==> src/rtl/multicycle_controller.sv <==
// Multicycle RISC-V control FSM: sequences fetch/decode/execute/memory/writeback
// over a shared memory port, with memory wait/timeout, optional MDU handshake and an illegal-op trap.
module multicycle_controller #(
  parameter logic MULDIV_EN   = 1'b1,
  parameter int   MEM_TIMEOUT = 255,
  parameter int   TO_W        = 8
) (
  input  logic       clk,
  input  logic       reset,
  input  logic [6:0] op,
  input  logic [2:0] funct3,
  input  logic [6:0] funct7,
  input  logic       Zero,
  input  logic       LT,
  input  logic       LTU,
  input  logic       mem_ready,
  input  logic       mdu_done,
  output logic       PCWrite,
  output logic       AdrSrc,
  output logic       MemWrite,
  output logic       IRWrite,
  output logic [1:0] ResultSrc,
  output logic [1:0] ALUSrcA,
  output logic [1:0] ALUSrcB,
  output logic       RegWrite,
  output logic [2:0] ImmSrc,
  output logic [3:0] ALUControl,
  output logic       mdu_start,
  output logic       fault,
  output logic [3:0] state
);

  // XWAIT hosts both MDU wait and LUI; lui_mode tells them apart.
  typedef enum logic [3:0] {
    FETCH   = 4'd0,
    DECODE  = 4'd1,
    MEMADR  = 4'd2,
    MEMREAD = 4'd3,
    MEMWB   = 4'd4,
    MEMWR   = 4'd5,
    EXECR   = 4'd6,
    EXECI   = 4'd7,
    ALUWB   = 4'd8,
    BRANCH  = 4'd9,
    JAL     = 4'd10,
    JALR    = 4'd11,
    JALR2   = 4'd12,
    XWAIT   = 4'd13,
    TRAP    = 4'd14
  } state_t;

  localparam logic [6:0] OP_LOAD  = 7'b0000011;
  localparam logic [6:0] OP_STORE = 7'b0100011;
  localparam logic [6:0] OP_R     = 7'b0110011;
  localparam logic [6:0] OP_I     = 7'b0010011;
  localparam logic [6:0] OP_BR    = 7'b1100011;
  localparam logic [6:0] OP_JAL   = 7'b1101111;
  localparam logic [6:0] OP_JALR  = 7'b1100111;
  localparam logic [6:0] OP_LUI   = 7'b0110111;

  localparam logic [3:0] ALU_ADD  = 4'b0000;
  localparam logic [3:0] ALU_SUB  = 4'b0001;
  localparam logic [3:0] ALU_AND  = 4'b0010;
  localparam logic [3:0] ALU_OR   = 4'b0011;
  localparam logic [3:0] ALU_XOR  = 4'b0100;
  localparam logic [3:0] ALU_SLT  = 4'b0101;
  localparam logic [3:0] ALU_SLL  = 4'b0110;
  localparam logic [3:0] ALU_SRL  = 4'b0111;
  localparam logic [3:0] ALU_SRA  = 4'b1000;
  localparam logic [3:0] ALU_SLTU = 4'b1001;

  localparam logic [TO_W-1:0] TO_MAX = TO_W'(MEM_TIMEOUT);
  localparam logic            TO_ON  = (MEM_TIMEOUT != 0);

  state_t          cur, nxt;
  logic            lui_mode, mdu_run, fault_q;
  logic [TO_W-1:0] wait_cnt;
  logic            waiting, timed_out, is_mdu, taken, br_bad;
  logic            pc_wr, ir_wr, mem_wr, reg_wr, start;
  logic [2:0]      imm_dec;

  function automatic logic [3:0] alu_dec(input logic [2:0] f3, input logic f7b5,
                                         input logic allow_sub);
    case (f3)
      3'b000:  alu_dec = (allow_sub && f7b5) ? ALU_SUB : ALU_ADD;
      3'b001:  alu_dec = ALU_SLL;
      3'b010:  alu_dec = ALU_SLT;
      3'b011:  alu_dec = ALU_SLTU;
      3'b100:  alu_dec = ALU_XOR;
      3'b101:  alu_dec = f7b5 ? ALU_SRA : ALU_SRL;
      3'b110:  alu_dec = ALU_OR;
      default: alu_dec = ALU_AND;
    endcase
  endfunction

  assign waiting   = ((cur == FETCH) || (cur == MEMREAD) || (cur == MEMWR)) && !mem_ready;
  assign timed_out = TO_ON && waiting && (wait_cnt == TO_MAX);
  assign is_mdu    = (funct7 == 7'b0000001);

  always_comb begin
    taken  = 1'b0;
    br_bad = 1'b0;
    case (funct3)
      3'b000:  taken = Zero;
      3'b001:  taken = ~Zero;
      3'b100:  taken = LT;
      3'b101:  taken = ~LT;
      3'b110:  taken = LTU;
      3'b111:  taken = ~LTU;
      default: br_bad = 1'b1;
    endcase
  end

  always_comb begin
    case (op)
      OP_STORE: imm_dec = 3'b001;
      OP_BR:    imm_dec = 3'b010;
      OP_JAL:   imm_dec = 3'b011;
      OP_LUI:   imm_dec = 3'b100;
      default:  imm_dec = 3'b000;
    endcase
  end

  always_comb begin
    nxt = cur;
    case (cur)
      FETCH:   if (mem_ready) nxt = DECODE;
               else if (timed_out) nxt = TRAP;
      DECODE: begin
        case (op)
          OP_LOAD, OP_STORE: nxt = MEMADR;
          OP_R:    nxt = !is_mdu ? EXECR : (MULDIV_EN ? XWAIT : TRAP);
          OP_I:    nxt = EXECI;
          OP_BR:   nxt = BRANCH;
          OP_JAL:  nxt = JAL;
          OP_JALR: nxt = JALR;
          OP_LUI:  nxt = XWAIT;
          default: nxt = TRAP;
        endcase
      end
      MEMADR:  nxt = (op == OP_STORE) ? MEMWR : MEMREAD;
      MEMREAD: if (mem_ready) nxt = MEMWB;
               else if (timed_out) nxt = TRAP;
      MEMWB:   nxt = FETCH;
      MEMWR:   if (mem_ready) nxt = FETCH;
               else if (timed_out) nxt = TRAP;
      EXECR:   nxt = ALUWB;
      EXECI:   nxt = ALUWB;
      ALUWB:   nxt = FETCH;
      BRANCH:  nxt = br_bad ? TRAP : FETCH;
      JAL:     nxt = ALUWB;
      JALR:    nxt = JALR2;
      JALR2:   nxt = ALUWB;
      XWAIT:   if (lui_mode) nxt = ALUWB;
               else if (mdu_done) nxt = FETCH;
      TRAP:    nxt = TRAP;
      default: nxt = TRAP;
    endcase
  end

  always_comb begin
    pc_wr      = 1'b0;
    ir_wr      = 1'b0;
    mem_wr     = 1'b0;
    reg_wr     = 1'b0;
    start      = 1'b0;
    AdrSrc     = 1'b0;
    ResultSrc  = 2'b00;
    ALUSrcA    = 2'b00;
    ALUSrcB    = 2'b00;
    ImmSrc     = imm_dec;
    ALUControl = ALU_ADD;
    case (cur)
      FETCH: begin
        ALUSrcB   = 2'b10;
        ResultSrc = 2'b10;
        pc_wr     = mem_ready;
        ir_wr     = mem_ready;
      end
      DECODE: begin
        ALUSrcA = 2'b01;
        ALUSrcB = 2'b01;
        ImmSrc  = (op == OP_JAL) ? 3'b011 : 3'b010;
      end
      MEMADR: begin
        ALUSrcA = 2'b10;
        ALUSrcB = 2'b01;
      end
      MEMREAD: AdrSrc = 1'b1;
      MEMWB: begin
        ResultSrc = 2'b01;
        reg_wr    = 1'b1;
      end
      MEMWR: begin
        AdrSrc = 1'b1;
        mem_wr = 1'b1;
      end
      EXECR: begin
        ALUSrcA    = 2'b10;
        ALUControl = alu_dec(funct3, funct7[5], 1'b1);
      end
      EXECI: begin
        ALUSrcA    = 2'b10;
        ALUSrcB    = 2'b01;
        ImmSrc     = 3'b000;
        ALUControl = alu_dec(funct3, funct7[5], 1'b0);
      end
      ALUWB: reg_wr = 1'b1;
      BRANCH: begin
        ALUSrcA    = 2'b10;
        ALUControl = ALU_SUB;
        pc_wr      = taken & ~br_bad;
      end
      JAL: begin
        ALUSrcA = 2'b01;
        ALUSrcB = 2'b10;
        pc_wr   = 1'b1;
      end
      JALR: begin
        ALUSrcA   = 2'b10;
        ALUSrcB   = 2'b01;
        ImmSrc    = 3'b000;
        ResultSrc = 2'b10;
        pc_wr     = 1'b1;
      end
      JALR2: begin
        ALUSrcA = 2'b01;
        ALUSrcB = 2'b10;
      end
      XWAIT: begin
        if (lui_mode) begin
          ALUSrcA = 2'b10;
          ALUSrcB = 2'b01;
          ImmSrc  = 3'b100;
        end else begin
          ResultSrc = 2'b11;
          start     = ~mdu_run;
          reg_wr    = mdu_done;
        end
      end
      default: ;
    endcase
  end

  // Strobes are suppressed while reset is asserted, whatever the state.
  assign PCWrite   = pc_wr  & ~reset;
  assign IRWrite   = ir_wr  & ~reset;
  assign MemWrite  = mem_wr & ~reset;
  assign RegWrite  = reg_wr & ~reset;
  assign mdu_start = start  & ~reset;
  assign fault     = fault_q;
  assign state     = cur;

  always_ff @(posedge clk) begin
    if (reset) begin
      cur      <= FETCH;
      wait_cnt <= '0;
      fault_q  <= 1'b0;
      lui_mode <= 1'b0;
      mdu_run  <= 1'b0;
    end else begin
      cur     <= nxt;
      fault_q <= fault_q | (nxt == TRAP);
      mdu_run <= (cur == XWAIT) && !lui_mode && (nxt == XWAIT);
      if (cur == DECODE) lui_mode <= (op == OP_LUI);
      if ((nxt != cur) || mem_ready) wait_cnt <= '0;
      else if (waiting && (wait_cnt != '1)) wait_cnt <= wait_cnt + TO_W'(1);
    end
  end

endmodule

==> config.mk <==
export PLATFORM = sky130hd
export DESIGN_NAME = multicycle_controller
export DESIGN_NICKNAME = d
export VERILOG_FILES = /design/src/rtl/multicycle_controller.sv
export SDC_FILE = /design/constraint.sdc
export NUM_CORES = 1
export LEC_CHECK = 0
export ABC_AREA = 1
export CAP_MARGIN = 20
export CORE_MARGIN = 4
export CORE_UTILIZATION = 49
export CTS_BUF_LIST = sky130_fd_sc_hd__clkbuf_8
export CTS_CLUSTER_DIAMETER = 100
export DETAILED_ROUTE_END_ITERATION = 8
export HOLD_SLACK_MARGIN = 0.12
export PLACE_DENSITY = 0.86
export SLEW_MARGIN = 25
export SYNTH_ARGS = -nofsm -noshare
export SYNTH_HDL_FRONTEND = slang
export SYNTH_SLANG_ARGS = --single-unit
==> constraint.sdc <==
create_clock -name clk -period 1.85 [get_ports clk]
set_input_delay 0.185 -clock clk [delete_from_list [all_inputs] [get_ports clk]]
set_output_delay 0.185 -clock clk [all_outputs]
set_load 0.05 [all_outputs]
; Word-level counts from Yosys, hierarchy flattened
; Cells that the tools add are included.
[op_classes]
add_sub_neg = 1
n_eq_ne = 34
muxes = 35
bitwise_logic = 12
reduce_logical = 25
[op_table]
columns = op, n
row1 = 4-bit case mux with 7 select lines, 3
row2 = 4-bit case mux with 10 select lines, 1
row3 = 4-bit 2-to-1 mux, 9
row4 = 4-bit equality test (second input constant), 8
row5 = 7-bit by 6-bit equality test with 1-bit output (second input constant), 3
row6 = 7-bit equality test (second input constant), 3
row7 = 2-bit case mux with 3 select lines, 3
row8 = 4-bit by 3-bit equality test with 1-bit output (second input constant), 4
row9 = 2-bit OR reduction, 7
row10 = 3-bit equality test (second input constant), 4
row11 = 3-bit case mux with 4 select lines, 1
row12 = 4-bit case mux with 3 select lines, 1
row13 = 1-bit 2-to-1 mux, 9
row14 = 3-bit case mux with 3 select lines, 1
row15 = 8-bit by 1-bit adder with 8-bit output (second input constant), 1
row16 = 4-bit by 2-bit equality test with 1-bit output (second input constant), 2
row17 = 8-bit equality test (second input constant), 1
row18 = 8-bit != test (second input constant), 1
row19 = 4-bit OR reduction, 2
row20 = 7-bit by 1-bit equality test with 1-bit output (second input constant), 1
row21 = 7-bit by 2-bit equality test with 1-bit output (second input constant), 1
row22 = 7-bit by 5-bit equality test with 1-bit output (second input constant), 1
row23 = 1-bit AND, 6
row24 = 3-bit by 2-bit equality test with 1-bit output (second input constant), 2
row25 = 18 further kinds, 32
[totals]
reg_bits = 15
input_bits = 24
out_inout_bits = 24
elab_cells = 112

; Depth between registers and ports, before layout
[logic_depth]
ltp_word = 11
depth_mapped = 15
mapped_depth_nobuf = 14

; Least setup slack after synthesis
; No wires, ideal clock.
[synth_timing]
path_type = flip-flop to output port
start = register cur[2], in the netlist state[2]
end = output RegWrite
t_arrival_ps = 2595
required_time_ps = 1665
setup_slack_ps = -930
path_stages_with_launch = 4
n_path_buf = 1
cell_sequence = dfxtp_1 -> buf_6 -> nor2_2 -> o41ai_1
[synth_via]
elab_chain_len = 4
elab_cells_between_ends = 6
cone_classes = 3 x eq/ne / 1 x mux / 1 x bitwise / 1 x reduce/logical
[synth_rtl]
columns = element, line_no
row1 = start: declaration, 75  ; state_t cur, nxt;
row2 = start signal: assignment, 262  ; cur <= nxt;
row3 = 4-bit equality test or 4-bit by 3-bit equality test with 1-bit output (tied branches), 173  ; case (cur)
row4 = 2-bit OR reduction (no source line), -
row5 = 1-bit case mux with 2 select lines *, 173
row6 = 1-bit AND *, 249  ; assign RegWrite = reg_wr & ~reset;
row7 = end: declaration, 25  ; output logic RegWrite,
; Mark *: on every way between the ends. The rest lies on a longest branch, timed or not.

; Final worst setup path
[layout_timing]
start = register cur[2], in the netlist state[2]
end = register wait_cnt[3]
[layout_via]
elab_chain_len = 11
elab_cells_between_ends = 31
cone_classes = 14 x eq/ne / 7 x mux / 10 x reduce/logical
[layout_rtl]
columns = element, line_no
row1 = 4-bit by 2-bit equality test with 1-bit output or 4-bit zero test (tied branches), "96, 126"
row2 = 1-bit logical OR (2 in series), 96  ; assign waiting = ((cur == FETCH) || (cur == MEMREAD) || (cur == MEMWR)) && !mem_ready;
row3 = 1-bit logical AND, 96
row4 = 1-bit logical AND, 97  ; assign timed_out = TO_ON && waiting && (wait_cnt == TO_MAX);
row5 = 4-bit 2-to-1 mux, "128, 143, 146"
row6 = 4-bit 2-to-1 mux (on tied branches), "145, 127, 142"
row7 = 4-bit case mux with 10 select lines, 126  ; case (cur)
row8 = 4-bit != test, 266  ; if ((nxt != cur) || mem_ready) wait_cnt <= '0;
row9 = 1-bit logical OR, 266
row10 = 2-bit OR reduction (no source line), -
row11 = end signal: assignment, 267  ; else if (waiting && (wait_cnt != '1)) wait_cnt <= wait_cnt + TO_W'(1);
row12 = end: declaration, 77  ; logic [TO_W-1:0] wait_cnt;
; Several ways; a longest one is shown, not always the timed one.
; A chain may end at the register's enable or synchronous reset.

==> results_dict.tcl <==
set metrics [dict create \
    groute.usage.overall 0.302 \
    max_stage_delay_ns 0.37 \
    gr-total-overflow 0 \
    dp.final_hpwl_um 4450 \
    ctsHoldBuffers 0 \
    numCtsBuffers 3 \
    clk_pin_slew_ns 0.07 \
    wire_per_inst_um 18.5 \
    area.sequential_um2 317 \
    start_kind "flip-flop" \
    worst_hold_slack_ns 0.455 \
    h-tree-depth 1 \
    hp-class "flip-flop to flip-flop" \
    cp-end-kind "flip-flop" \
    io_buffer_count 47 \
    violations "setup timing" \
    finClkSkew_ns 0.00956 \
    p_per_area_nw_per_um2 1490 \
    required_ns 2.04 \
    crit_path_cell_trace "buf_12, nor2_4, inv_2, nor2_4, buf_4, nand3_1, nand4_1, nand2_1, inv_1, nand2_1, nor2_2, nand2_4, nor2_1" \
    fin_nets 408 \
    die_w_um 65.4 \
    synth_warnings 0 \
    synth_area_um2 1620 \
    multiInputGateArea_um2 1270 \
    grt_max_degree 11 \
    irDropWorstVdd_uv 1260 \
    clk_latency_ns 0.25 \
    detail_route.vias_per_cell 6.07 \
    max_slew.worst_pin.slew_ns 0.501 \
    vias 2587 \
    antenna_cells 0 \
    rsz0062_at_grt "yes" \
    die_h_um 65.4 \
    areaGrowthSynthToFinish_pct 77.1 \
    critPathKind "flip-flop to flip-flop" \
    clock_path_buffers 2 \
    drive_gt1_frac 0.343 \
    dieArea_um2 4280 \
    drc 0 \
    ys_seq_area_frac 0.186 \
    cpMaxStageDelayCell "dfxtp_4" \
    core_area_um2 3100 \
    critical_path.top_delay_family "simple AND/OR/NAND/NOR gates" \
    mostFrequentLayoutCells "nand2_1 (67), inv_1 (47), nor2_1 (44)" \
    syn_inst 298 \
    leakage_nw 1.37 \
    antenna_found_initial 0 \
    start_util 0.521 \
    crit_path_max_fanout 8 \
    antenna_left 0 \
    drt_iter0_drc 383 \
    grt_pass1_vias 2302 \
    synth-seq-cells 15 \
    routabilityCongestion 0.969 \
    drt-total-wl_um 7860 \
    placed_cell_area_um2 2590 \
    firstDrtPassIters 6 \
    post-route-util 0.922 \
    hold_viol_final 0 \
    final_common_cell "nand2_1" \
    postSynthAreaPerCell_um2 5.42 \
    cts_root_buf "clkbuf_8" \
    grt_pass1_wl_um 10100 \
    drv_slew 0 \
    arrival_ns 2.21 \
    slew-limit-headroom 0.665 \
    worst_slack_ns -0.168 \
    synth_cell_types 28 \
    setup_viol 21 \
    period_needed_ns 2.02 \
    finalCritPeriodShare 1.09 \
    pre_cts_slack_ns -0.196 \
    path_buf_inv 4 \
    fillCellCount 123 \
    clkSinkCount 15 \
    fmax_ghz 0.495 \
    status "finished, violations left" \
    core.rowCount 20 \
    final_cell_area_um2 2860 \
    drv_cap 0 \
    syn_nets 323 \
    ios 48 \
    cts_tree "done" \
]
## worst min-delay path, cell delays in order, from the launching register on
cell and delay, ns:
dfxtp_1 0.31, inv_1 0.05, a21oi_1 0.05
## worst paths after layout
| check | slack (ns) | depth (start not counted) | from | to |
|---|---|---|---|---|
| min reg2reg | 0.45 | 2 | fault$_SDFF_PP0_ | fault$_SDFF_PP0_ |
| max | -0.17 | 13 | state[2]$_SDFF_PP0_ | wait_cnt[3]$_SDFFE_PP0P_ |
| max reg2reg | -0.17 | 13 | state[2]$_SDFF_PP0_ | wait_cnt[3]$_SDFFE_PP0P_ |
| min | 0.45 | 2 | fault$_SDFF_PP0_ | fault$_SDFF_PP0_ |
## area by class of cell
cell class | instances | area share
multi-input cells | 221 | 0.446
repair buffers | 83 | 0.329
flip-flops and latches | 15 | 0.111
inverters | 59 | 0.0792
well taps | 44 | 0.0192
clock buffers | 3 | 0.0144
clock inverters | 1 | 0.00131
## cell usage after synthesis
| cell | count | area share |
|---|---|---|
| ha_1 | 1 | 0.0077 |
| nor2_4 | 2 | 0.014 |
| nand3b_1 | 1 | 0.0046 |
| o21ai_0 | 10 | 0.031 |
| o221ai_1 | 1 | 0.0054 |
| buf_6 | 2 | 0.014 |
| nor3_1 | 6 | 0.019 |
| dfxtp_1 | 15 | 0.19 |
| a21oi_1 | 7 | 0.022 |
| clkbuf_1 | 1 | 0.0023 |
| inv_2 | 3 | 0.0070 |
| o22ai_1 | 1 | 0.0039 |
| xor2_1 | 5 | 0.027 |
| nand2_4 | 1 | 0.0070 |
| nand3_4 | 2 | 0.022 |
| nand2_1 | 77 | 0.18 |
| nor2_1 | 58 | 0.13 |
| nor4_2 | 1 | 0.0077 |
| o41ai_1 | 1 | 0.0054 |
| o2111ai_1 | 2 | 0.011 |
| nor2_2 | 10 | 0.039 |
| xnor2_1 | 2 | 0.011 |
| a31oi_1 | 1 | 0.0039 |
| inv_1 | 56 | 0.13 |
| a21oi_2 | 1 | 0.0054 |
| nand2_2 | 1 | 0.0039 |
| nand3_1 | 24 | 0.074 |
| nand4_1 | 6 | 0.023 |
## timing repair
action                                  in CTS  in global routing
pin swaps                                    5                 11
setup buffers                                2                  4
endpoints found under the setup margin      17                 24
gates resized for setup                     25                 41
## power by group
group          switching (mW)  total (mW)  internal (mW)
sequential              0.142       0.545          0.403
clock                   0.122       0.269          0.147
combinational            2.11        3.45           1.34
## sequential cells by signal (all words and copies together) (netlist names)
| signal | count |
|---|---|
| lui_mode | 1 |
| wait_cnt | 8 |
| fault | 1 |
| mdu_run | 1 |
| state | 4 |
## layer usage
metal  vias up  share of wire  track usage
li1       1098              -            -
met4         0          0.067        0.148
met1      1170           0.35        0.343
met3        75           0.11       0.0598
met2       244           0.47        0.535
met5         -              0            0
## metrics by stage
step                TNS [ns]  instances  total power, mW
finish                 -1.87        426             4.27
floorplan            -0.0249        298             2.24
detailed placement     -1.73        416             3.40
global placement      -0.867        416             3.35
global route           -3.48        426             4.44
CTS                  -0.0402        422             3.81
## cell families after synthesis
kind of cell    after synthesis  share of synthesized area
simple gates                189                      0.528
fa+ha+maj                     1                    0.00774
compound gates               24                     0.0875
xor+xnor                      7                     0.0380
buf+inv                      62                      0.153
flops                        15                      0.186
Note: power is estimated with default switching activity, not from simulation.
